<file path="src/rtl/kick_pkg.sv">
// rtl/kick_pkg.sv - state encoding and default timing constants shared by the kick sequencer
package kick_pkg;

    typedef enum logic [2:0] {
        IDLE,
        FIRE,
        WAIT_LOW,
        COOLDOWN,
        FAULT
    } kick_state_e;

    localparam int DEF_DEBOUNCE_CYC     = 1_000_000;
    localparam int DEF_COOLDOWN_CYC     = 100_000_000;
    localparam int DEF_FIRE_TIMEOUT_CYC = 50_000_000;
    localparam int DEF_CNT_W            = 27;

    function automatic int max2(input int a, input int b);
        return (a > b) ? a : b;
    endfunction

endpackage

</file>
<file path="src/rtl/kick_sequencer_if.sv">
// rtl/kick_sequencer_if.sv - control handshake between nav FSM / kicker and the kick sequencer
interface kick_sequencer_if;

    logic kick_req;
    logic kicker_done;
    logic fault_clr;
    logic kick_en;
    logic kick_ack;
    logic ball_ok;
    logic ready;
    logic fault;

    modport master (
        output kick_req, kicker_done, fault_clr,
        input  kick_en, kick_ack, ball_ok, ready, fault
    );

    modport slave (
        input  kick_req, kicker_done, fault_clr,
        output kick_en, kick_ack, ball_ok, ready, fault
    );

endinterface

</file>
<file path="src/rtl/kick_sequencer_ball_debounce.sv">
// rtl/kick_sequencer_ball_debounce.sv - 2-FF synchroniser and stability counter for the ball sensor
module ball_debounce
    import kick_pkg::*;
#(
    parameter int DEBOUNCE_CYC = DEF_DEBOUNCE_CYC
) (
    input  logic clk,
    input  logic rst_n,
    input  logic ball_raw,
    output logic ball_ok
);

    localparam int DB_W = (DEBOUNCE_CYC > 1) ? $clog2(DEBOUNCE_CYC) : 1;
    localparam logic [DB_W-1:0] DB_LAST = DB_W'(DEBOUNCE_CYC - 1);

    logic            sync_q1;
    logic            sync_q2;
    logic [DB_W-1:0] cnt_q;

    // cnt_q counts consecutive cycles the synced sensor disagrees with ball_ok;
    // any agreeing cycle restarts it.
    always_ff @(posedge clk or negedge rst_n) begin
        if (!rst_n) begin
            sync_q1 <= 1'b0;
            sync_q2 <= 1'b0;
            cnt_q   <= '0;
            ball_ok <= 1'b0;
        end else begin
            sync_q1 <= ball_raw;
            sync_q2 <= sync_q1;
            if (sync_q2 == ball_ok) begin
                cnt_q <= '0;
            end else if (cnt_q == DB_LAST) begin
                cnt_q   <= '0;
                ball_ok <= sync_q2;
            end else begin
                cnt_q <= cnt_q + 1'b1;
            end
        end
    end

endmodule

</file>
<file path="src/rtl/kick_sequencer.sv">
// rtl/kick_sequencer.sv - kick request/fire/cooldown sequencer; KICK_AUTOFIRE_EN adds ball-edge autofire
module kick_sequencer
    import kick_pkg::*;
#(
    parameter int DEBOUNCE_CYC     = DEF_DEBOUNCE_CYC,
    parameter int COOLDOWN_CYC     = DEF_COOLDOWN_CYC,
    parameter int FIRE_TIMEOUT_CYC = DEF_FIRE_TIMEOUT_CYC,
    parameter int CNT_W            = DEF_CNT_W
) (
    input  logic             clk,
    input  logic             rst_n,
    input  logic             ball_raw,
    kick_sequencer_if.slave  kif
);

    localparam int MAX_CNT = max2(COOLDOWN_CYC, FIRE_TIMEOUT_CYC);

    if (CNT_W < $clog2(MAX_CNT + 1)) begin : g_cnt_w_too_small
        $error("kick_sequencer: CNT_W too narrow for the largest timer count");
    end

    localparam logic [CNT_W-1:0] FIRE_LAST = CNT_W'(FIRE_TIMEOUT_CYC - 1);
    localparam logic [CNT_W-1:0] COOL_LAST = CNT_W'(COOLDOWN_CYC - 1);
    localparam logic [CNT_W-1:0] CNT_MAX   = '1;

    kick_state_e      state_q;
    kick_state_e      state_d;
    logic [CNT_W-1:0] timer_q;
    logic             timer_clr;
    logic             done_q;
    logic             done_rise;
    logic             ball_ok;
    logic             kick_go;
    logic             kick_ack_c;

    ball_debounce #(
        .DEBOUNCE_CYC (DEBOUNCE_CYC)
    ) u_ball_debounce (
        .clk      (clk),
        .rst_n    (rst_n),
        .ball_raw (ball_raw),
        .ball_ok  (ball_ok)
    );

`ifdef KICK_AUTOFIRE_EN
    logic ball_ok_q;

    always_ff @(posedge clk or negedge rst_n) begin
        if (!rst_n) begin
            ball_ok_q <= 1'b0;
        end else begin
            ball_ok_q <= ball_ok;
        end
    end

    assign kick_go = ball_ok & (kif.kick_req | ~ball_ok_q);
`else
    assign kick_go = ball_ok & kif.kick_req;
`endif

    // done_q follows kicker_done in every state, so a level already high at FIRE entry is never an edge.
    assign done_rise = kif.kicker_done & ~done_q;

    always_ff @(posedge clk or negedge rst_n) begin
        if (!rst_n) begin
            state_q <= IDLE;
            timer_q <= '0;
            done_q  <= 1'b0;
        end else begin
            state_q <= state_d;
            done_q  <= kif.kicker_done;
            if (timer_clr) begin
                timer_q <= '0;
            end else if (timer_q != CNT_MAX) begin
                timer_q <= timer_q + 1'b1;
            end
        end
    end

    always_comb begin
        state_d    = state_q;
        timer_clr  = 1'b0;
        kick_ack_c = 1'b0;
        unique case (state_q)
            IDLE: begin
                if (kick_go) begin
                    state_d    = FIRE;
                    timer_clr  = 1'b1;
                    kick_ack_c = 1'b1;
                end
            end
            FIRE: begin
                // a completion edge beats a timeout landing in the same cycle
                if (done_rise) begin
                    state_d   = COOLDOWN;
                    timer_clr = 1'b1;
                end else if (timer_q == FIRE_LAST) begin
                    state_d = FAULT;
                end
            end
            COOLDOWN: begin
                if (timer_q == COOL_LAST) begin
                    state_d = IDLE;
                end
            end
            FAULT: begin
                if (kif.fault_clr) begin
                    state_d = WAIT_LOW;
                end
            end
            WAIT_LOW: begin
                if (!kif.kicker_done) begin
                    state_d   = COOLDOWN;
                    timer_clr = 1'b1;
                end
            end
            default: begin
                state_d = IDLE;
            end
        endcase
    end

    assign kif.kick_en  = (state_q == FIRE);
    assign kif.kick_ack = kick_ack_c;
    assign kif.ball_ok  = ball_ok;
    assign kif.ready    = (state_q == IDLE) & ball_ok;
    assign kif.fault    = (state_q == FAULT);

endmodule
</file>
<file path="src/flat_wrapper.sv">
// flat-port wrapper written by rule: the top's interface ports become plain ports
module kick_sequencer_flat import kick_pkg::*;
#(
    parameter int DEBOUNCE_CYC     = DEF_DEBOUNCE_CYC,
    parameter int COOLDOWN_CYC     = DEF_COOLDOWN_CYC,
    parameter int FIRE_TIMEOUT_CYC = DEF_FIRE_TIMEOUT_CYC,
    parameter int CNT_W            = DEF_CNT_W
)
  (clk, rst_n, ball_raw, kif_kick_req, kif_kicker_done, kif_fault_clr, kif_kick_en, kif_kick_ack, kif_ball_ok, kif_ready, kif_fault);
  kick_sequencer_if kif_i ();
  input  logic clk;
  input  logic rst_n;
  input  logic ball_raw;
  input wire logic [$bits(kif_i.kick_req)-1:0] kif_kick_req;
  input wire logic [$bits(kif_i.kicker_done)-1:0] kif_kicker_done;
  input wire logic [$bits(kif_i.fault_clr)-1:0] kif_fault_clr;
  output wire logic [$bits(kif_i.kick_en)-1:0] kif_kick_en;
  output wire logic [$bits(kif_i.kick_ack)-1:0] kif_kick_ack;
  output wire logic [$bits(kif_i.ball_ok)-1:0] kif_ball_ok;
  output wire logic [$bits(kif_i.ready)-1:0] kif_ready;
  output wire logic [$bits(kif_i.fault)-1:0] kif_fault;
  assign kif_i.kick_req = kif_kick_req;
  assign kif_i.kicker_done = kif_kicker_done;
  assign kif_i.fault_clr = kif_fault_clr;
  assign kif_kick_en = kif_i.kick_en;
  assign kif_kick_ack = kif_i.kick_ack;
  assign kif_ball_ok = kif_i.ball_ok;
  assign kif_ready = kif_i.ready;
  assign kif_fault = kif_i.fault;
  kick_sequencer #(.DEBOUNCE_CYC(DEBOUNCE_CYC), .COOLDOWN_CYC(COOLDOWN_CYC), .FIRE_TIMEOUT_CYC(FIRE_TIMEOUT_CYC), .CNT_W(CNT_W)) u_core (.clk(clk), .rst_n(rst_n), .ball_raw(ball_raw), .kif(kif_i));
endmodule
</file>
<file path="config.mk">
export PLATFORM = sky130hd
export DESIGN_NAME = kick_sequencer_flat
export DESIGN_NICKNAME = d
export VERILOG_FILES = /design/src/rtl/kick_pkg.sv /design/src/rtl/kick_sequencer_if.sv /design/src/rtl/kick_sequencer_ball_debounce.sv /design/src/rtl/kick_sequencer.sv /design/src/flat_wrapper.sv
export SDC_FILE = /design/constraint.sdc
export NUM_CORES = 1
export LEC_CHECK = 0
export BUFFER_PORTS_ARGS = -buffer_cell sky130_fd_sc_hd__buf_2
export CORE_MARGIN = 5
export CORE_UTILIZATION = 46
export CTS_CLUSTER_DIAMETER = 150
export DETAILED_ROUTE_END_ITERATION = 8
export PLACE_DENSITY = 0.73
export SYNTH_ARGS = -nofsm -noshare
export SYNTH_HDL_FRONTEND = slang
export SYNTH_HIERARCHICAL = 1
export SYNTH_SLANG_ARGS = --single-unit
</file>
<file path="constraint.sdc">
create_clock -name clk -period 2.6 [get_ports clk]
set_input_delay 0.52 -clock clk [delete_from_list [all_inputs] [get_ports clk]]
set_output_delay 0.52 -clock clk [all_outputs]
set_load 0.01 [all_outputs]
</file>
# Word level (Yosys, flattened, before mapping)
# Cells that the tools add are included.
[totals]
regBits = 54
wordCells = 48
inputBits = 6
output_inout_bits = 5
[classes]
n_eq_ne = 14
n_reduce_logical = 4
bitwise_logic = 5
addsub = 2
muxes = 16
[ops]
columns = ["op", "n"]
rows = [
  ["2-to-1 mux 27 bit", 2],
  ["2-to-1 mux 20 bit", 2],
  ["adder 27 x 1 -> 27 bit, second input constant", 1],
  ["== test 27 x 26 -> 1 bit, second input constant", 1],
  ["== test 27 bit, second input constant", 1],
  ["inequality test 27 bit, second input constant", 1],
  ["adder 20 x 1 -> 20 bit, second input constant", 1],
  ["== test 20 bit, second input constant", 1],
  ["2-to-1 mux 3 bit", 6],
  ["one-hot mux 3 bit (5 select lines)", 1],
  ["== test 3 x 2 -> 1 bit, second input constant", 2],
  ["AND reduction 5 bit", 1],
  ["2-to-1 mux 1 bit", 4],
  ["inequality test 2 x 1 -> 1 bit, second input constant", 2],
  ["inequality test 2 bit, second input constant", 2],
  ["bitwise AND 1 bit", 3],
  ["== test 3 x 1 -> 1 bit, second input constant", 1],
  ["== test 3 bit, second input constant", 1],
  ["zero test 3 bit", 1],
  ["inequality test 3 x 1 -> 1 bit, second input constant", 1],
  ["one-hot mux 1 bit (3 select lines)", 1],
  ["inverter 1 bit", 2],
  ["AND reduction 2 bit", 1],
  ["nonzero test 2 bit", 1],
  ["== test 1 bit", 1],
]

# Depth between registers and ports, before layout
[depth]
ltp_word = 5
ltp_mapped = 6
mapped_depth_nobuf = 6

# By module
# The synthesis kept the hierarchy.
[by_module_without_submodules]
columns = ["module", "instances", "cells_each", "area_per_inst_um2", "seq_area_each_um2"]
rows = [
  ["kick_sequencer", 1, 191, 1722.9, 775.7],
  ["ball_debounce", 1, 108, 1114.8, 575.6],
]

# Worst setup path before layout
# Ideal clock, no wire load.
[synth_path]
kind = "flip-flop to flip-flop"
startpoint = "reg u_core.timer_q[13]"
endpoint = "reg u_core.timer_q[22]"
required_ns = 2.522
setup_time_ns = 0.078
period_less_slack_ns = 2.031
path_slack_ns = 0.569
path_buffers = 1
path_stages_with_launch = 7
arrival_time_ns = 1.953
path_cell_list = "dfrtp_1 > nand3_2 > or3_1 > buf_2 > or4b_4 > or3_1 > a21oi_1"
[synth_via]
elab_chain_cells = 3
word_cells_on_any_way = 5
cone_classes = "add/sub: 1; eq/ne: 1; mux: 2; reduce/logical: 1"
[synth_lines]
columns = ["element", "line", "rtl"]
rows = [
  ["start, declared", "kick_sequencer.sv:28", "logic [CNT_W-1:0] timer_q;"],
  ["start signal, assigned", "kick_sequencer.sv:75", "timer_q <= timer_q + 1'b1;"],
  ["adder 27 x 1 -> 27 bit", "kick_sequencer.sv:75", ""],
  ["2-to-1 mux 27 bit", "kick_sequencer.sv:74", "end else if (timer_q != CNT_MAX) begin"],
  ["2-to-1 mux 27 bit", "kick_sequencer.sv:72", "if (timer_clr) begin"],
]
# Parallel ways exist; a longest one is shown, timed or not. The select of a mux whose other input is x is not followed.
# A chain may end at the register's enable or synchronous reset.

# Worst setup path in the final report
# Ends and elaborated chain as after synthesis.

==> implementation parameters <==
Parameter                              Value

Run status
  Status    finished clean

STA
  Minimum clock period    2.198 ns
  Worst-case clock skew    0.006712 ns
  Least-Margin Pin Slew    0.7039 ns
  Portion of the clock cycle consumed by the worst path in the final layout    84.54%
  Number of setup violations in the final report    0
  Hold Fails Final Rpt    0
  Maximum clock frequency    0.4549 GHz
  Worst relative slew slack    52.71%
  Total Neg Setup Slack    0 ns
  Unrepaired setup endpoints after global routing    false
  Number of pins with negative max-slew slack in the final report    0

Synthesis
  Average cell area after synthesis    9.491 um2
  Count of cell types in the netlist    47
  Syn Nets    307
  Asr flop ratio synth    100.0%
  Yosys warnings    6
  Area of the mapped netlist    2838 um2
  Instance count of the mapped netlist    299
  Fraction of the yosys area taken by sequential cells    47.62%
  EDFF count, synth    0
  Number of storage elements in the synthesis netlist    54
  Leading register cell type out of synthesis    sky130_fd_sc_hd__dfrtp_1

Pwr
  Leakage    0.001249 uW
  Power density over the cells    625.1 nW/um2
  Total design power    1943 uW
  Largest voltage drop on the vdd net    0.0005161 V

Worst setup path
  Delay-heaviest family, CP    simple AND/OR/NAND/NOR gates
  Startpoint of the most critical register-to-register path    u_core/timer_q[13]
  Cells traversed along the worst timing path    nand3_2 > or3_1 > or4b_4 > or3_1 > a21oi_1
  Critical Path AT    2.43 ns
  Delay contributed by the slowest stage of the critical path    0.54 ns
  Number of buffers and inverters on the critical path    0
  Depth of the worst register-to-register path    5
  Largest driver fanout on the critical path    7
  Crit start category    register
  R2R setup slack    0.40 ns
  Worst R2R End    u_core/timer_q[22]
  CP endpoint kind    register
  Req. time, crit path    2.83 ns
  CP Class    reg2reg
  Slowest cell on the critical path    sky130_fd_sc_hd__or4b_4
  Crit path top cell by count    sky130_fd_sc_hd__or3_1

Worst hold path
  Type of the worst min-delay path    in2async

Floorplanning
  Row count    28
  Full die area    7839 um2
  Floorplan die height    88.54 um
  Die width    88.54 um
  Total core area    5956 um2
  I/O pins    11
  Starting density of the core    47.65%

Routing
  DR iter-0 viols    139
  Antenna Nets Post-Route    0
  Count of vias placed by the detailed router    2264
  Routed vias/inst    5.776
  Post-DR wirelength/cell    14.27 um
  Number of iterations in the first detailed-routing pass    4
  Total wirelength of the detailed-routed design    5.593 mm
  Number of design rule violations left after detail routing    0

Place
  Post-detail-place hpwl    4.061 mm
  Placer Congestion    0.8863
  Area after detailed placement    3002 um2
  Number of input and output port buffers inserted    10

Clock tree
  CTS H-Tree Depth    2
  Register clock-pin slew on the reported worst setup and hold paths    0.09 ns
  Number of buffers added for setup after CTS    0
  Number of buffers between clock root and the deepest sink    2
  Master cell of the clock root buffer    sky130_fd_sc_hd__clkbuf_8
  Insertion delay of the later-clocked pin in the worst-skew pair    0.31 ns
  Count of cells resized by post-cts repair    0
  Number of clock sinks    54
  TritonCTS buffer count    5
  Hold_buf cts    0
  TritonCTS clock tree    done

Layout
  Number of nets in the layout    324
  Layout-stage area growth over the synthesis result    9.524%
  Number of diodes    0
  Fraction of layout instances using a drive strength above 1    9.779%
  Non-Filler Cell Area, Final    3108 um2

Flow run
  Max-cap violations    0

Global route
  First-pass GRT wire length    9.846 mm
  Gr ovfl total    0
  Number of global-route vias before repair    2196
  Largest net degree at the start of global routing    26
  GR Util All Layers    15.79%
  Antenna violations before repair    0
## logic make-up (layout without fill, tap and decap cells)
logic type / after synthesis / after routing / synth area share, %
buf+inv: 15 / 33 / 2.072
flops: 54 / 54 / 47.62
fa+ha+maj: 2 / 2 / 0.8817
simple gates: 147 / 147 / 28.35
xor+xnor: 29 / 29 / 8.950
compound gates: 49 / 49 / 11.02
mux: 3 / 3 / 1.102
## cell usage after synthesis, drive strengths merged (2+ instances only)
cell / n / area share, %
nand4: 13 / 3.6
and2: 3 / 0.66
or4: 5 / 1.3
nand3: 16 / 3.0
a21oi: 16 / 2.8
buf: 2 / 0.35
nor2: 40 / 5.3
nor4b: 4 / 1.2
inv: 9 / 1.2
nand2b: 2 / 0.44
nor3: 10 / 1.8
nor4: 9 / 2.2
clkbuf: 4 / 0.53
xor2: 10 / 3.1
o31ai: 3 / 0.79
o21ai: 12 / 2.2
a311oi: 2 / 0.62
or3: 10 / 2.2
nand2: 22 / 2.9
o211ai: 4 / 1.1
and4: 3 / 0.93
dfrtp: 54 / 48
mux2i: 2 / 0.71
and3: 5 / 1.1
a31oi: 2 / 0.44
ha: 2 / 0.88
a21boi: 2 / 0.53
xnor2: 19 / 5.9
## layer usage
layer | vias to the layer above | GRT usage [%] | share of wire [%]
met5 | - | 0 | 0
li1 | 1121 | - | -
met2 | 32 | 27.06 | 51
met3 | 7 | 3.166 | 2.4
met1 | 1104 | 20.11 | 46
met4 | 0 | 4.945 | 1.1
## cell type report
| cell class | instances | area, um2 |
|---|---|---|
| fillers | 542 | 2848 |
| multi-input cells | 230 | 1428 |
| flip-flops and latches | 54 | 1351 |
| repair buffers | 16 | 95.09 |
| well taps | 75 | 93.84 |
| clock buffers | 7 | 76.32 |
| inverters | 9 | 33.78 |
| clock inverters | 1 | 30.03 |
## per-stage QoR
stage	setup WS [ns]	utilization (%)	hold WS, ns	std cells
finish	0.4019	52.18	0.1189	392
global route	0.3203	52.18	0.1415	392
CTS	0.4212	52.18	0.1347	392
detailed placement	0.4470	50.40	0.3549	384
global placement	0.4866	50.40	0.3334	384
floorplan	0.5693	-	0.2244	299
## power by group
group / leakage [uW] / switching, uW / internal [uW]
clock network: 0.0000524 / 258 / 288
logic: 0.000475 / 160 / 140
registers: 0.000721 / 145 / 952
total: 0.00125 / 563 / 1380
## sequential cells by signal, summed over array words and instances, names as in the netlist
name and cells:
u_core/u_ball_debounce/sync_q2 1, u_core/u_ball_debounce/ball_ok 1, u_core/u_ball_debounce/sync_q1 1, u_core/u_ball_debounce/cnt_q 20
u_core/timer_q 27, u_core/done_q 1, u_core/state_q 3
## worst max path at each step
stage,cells after the start,startpoint,to
final,5,u_core/timer_q[13],u_core/timer_q[22]
after global routing,5,u_core/timer_q[13],u_core/timer_q[22]
after CTS,5,u_core/timer_q[13],u_core/timer_q[22]
after detailed placement,5,u_core/timer_q[13],u_core/timer_q[22]
after global placement,5,u_core/timer_q[13],u_core/timer_q[22]
after floorplan,6,u_core/timer_q[13],u_core/timer_q[22]
## placed cells by master, fill, tap and decap left out, drive strengths merged, types with 2 or more instances in the layout
master and count:
nand4 13, or4 5, nand3 16, o31ai 3, a21boi 2, nor2 40
a311oi 2, buf 16, a31oi 2, xnor2 19, ha 2, o21ai 12
nand2 22, o211ai 4, a21oi 16, inv 9, nor4 9, dfrtp 54
xor2 10, nor4b 4, nand2b 2, and4 3, or3 10, and3 5
mux2i 2, nor3 10, and2 3, clkbuf 7
Power figures use the tool's default switching activity.
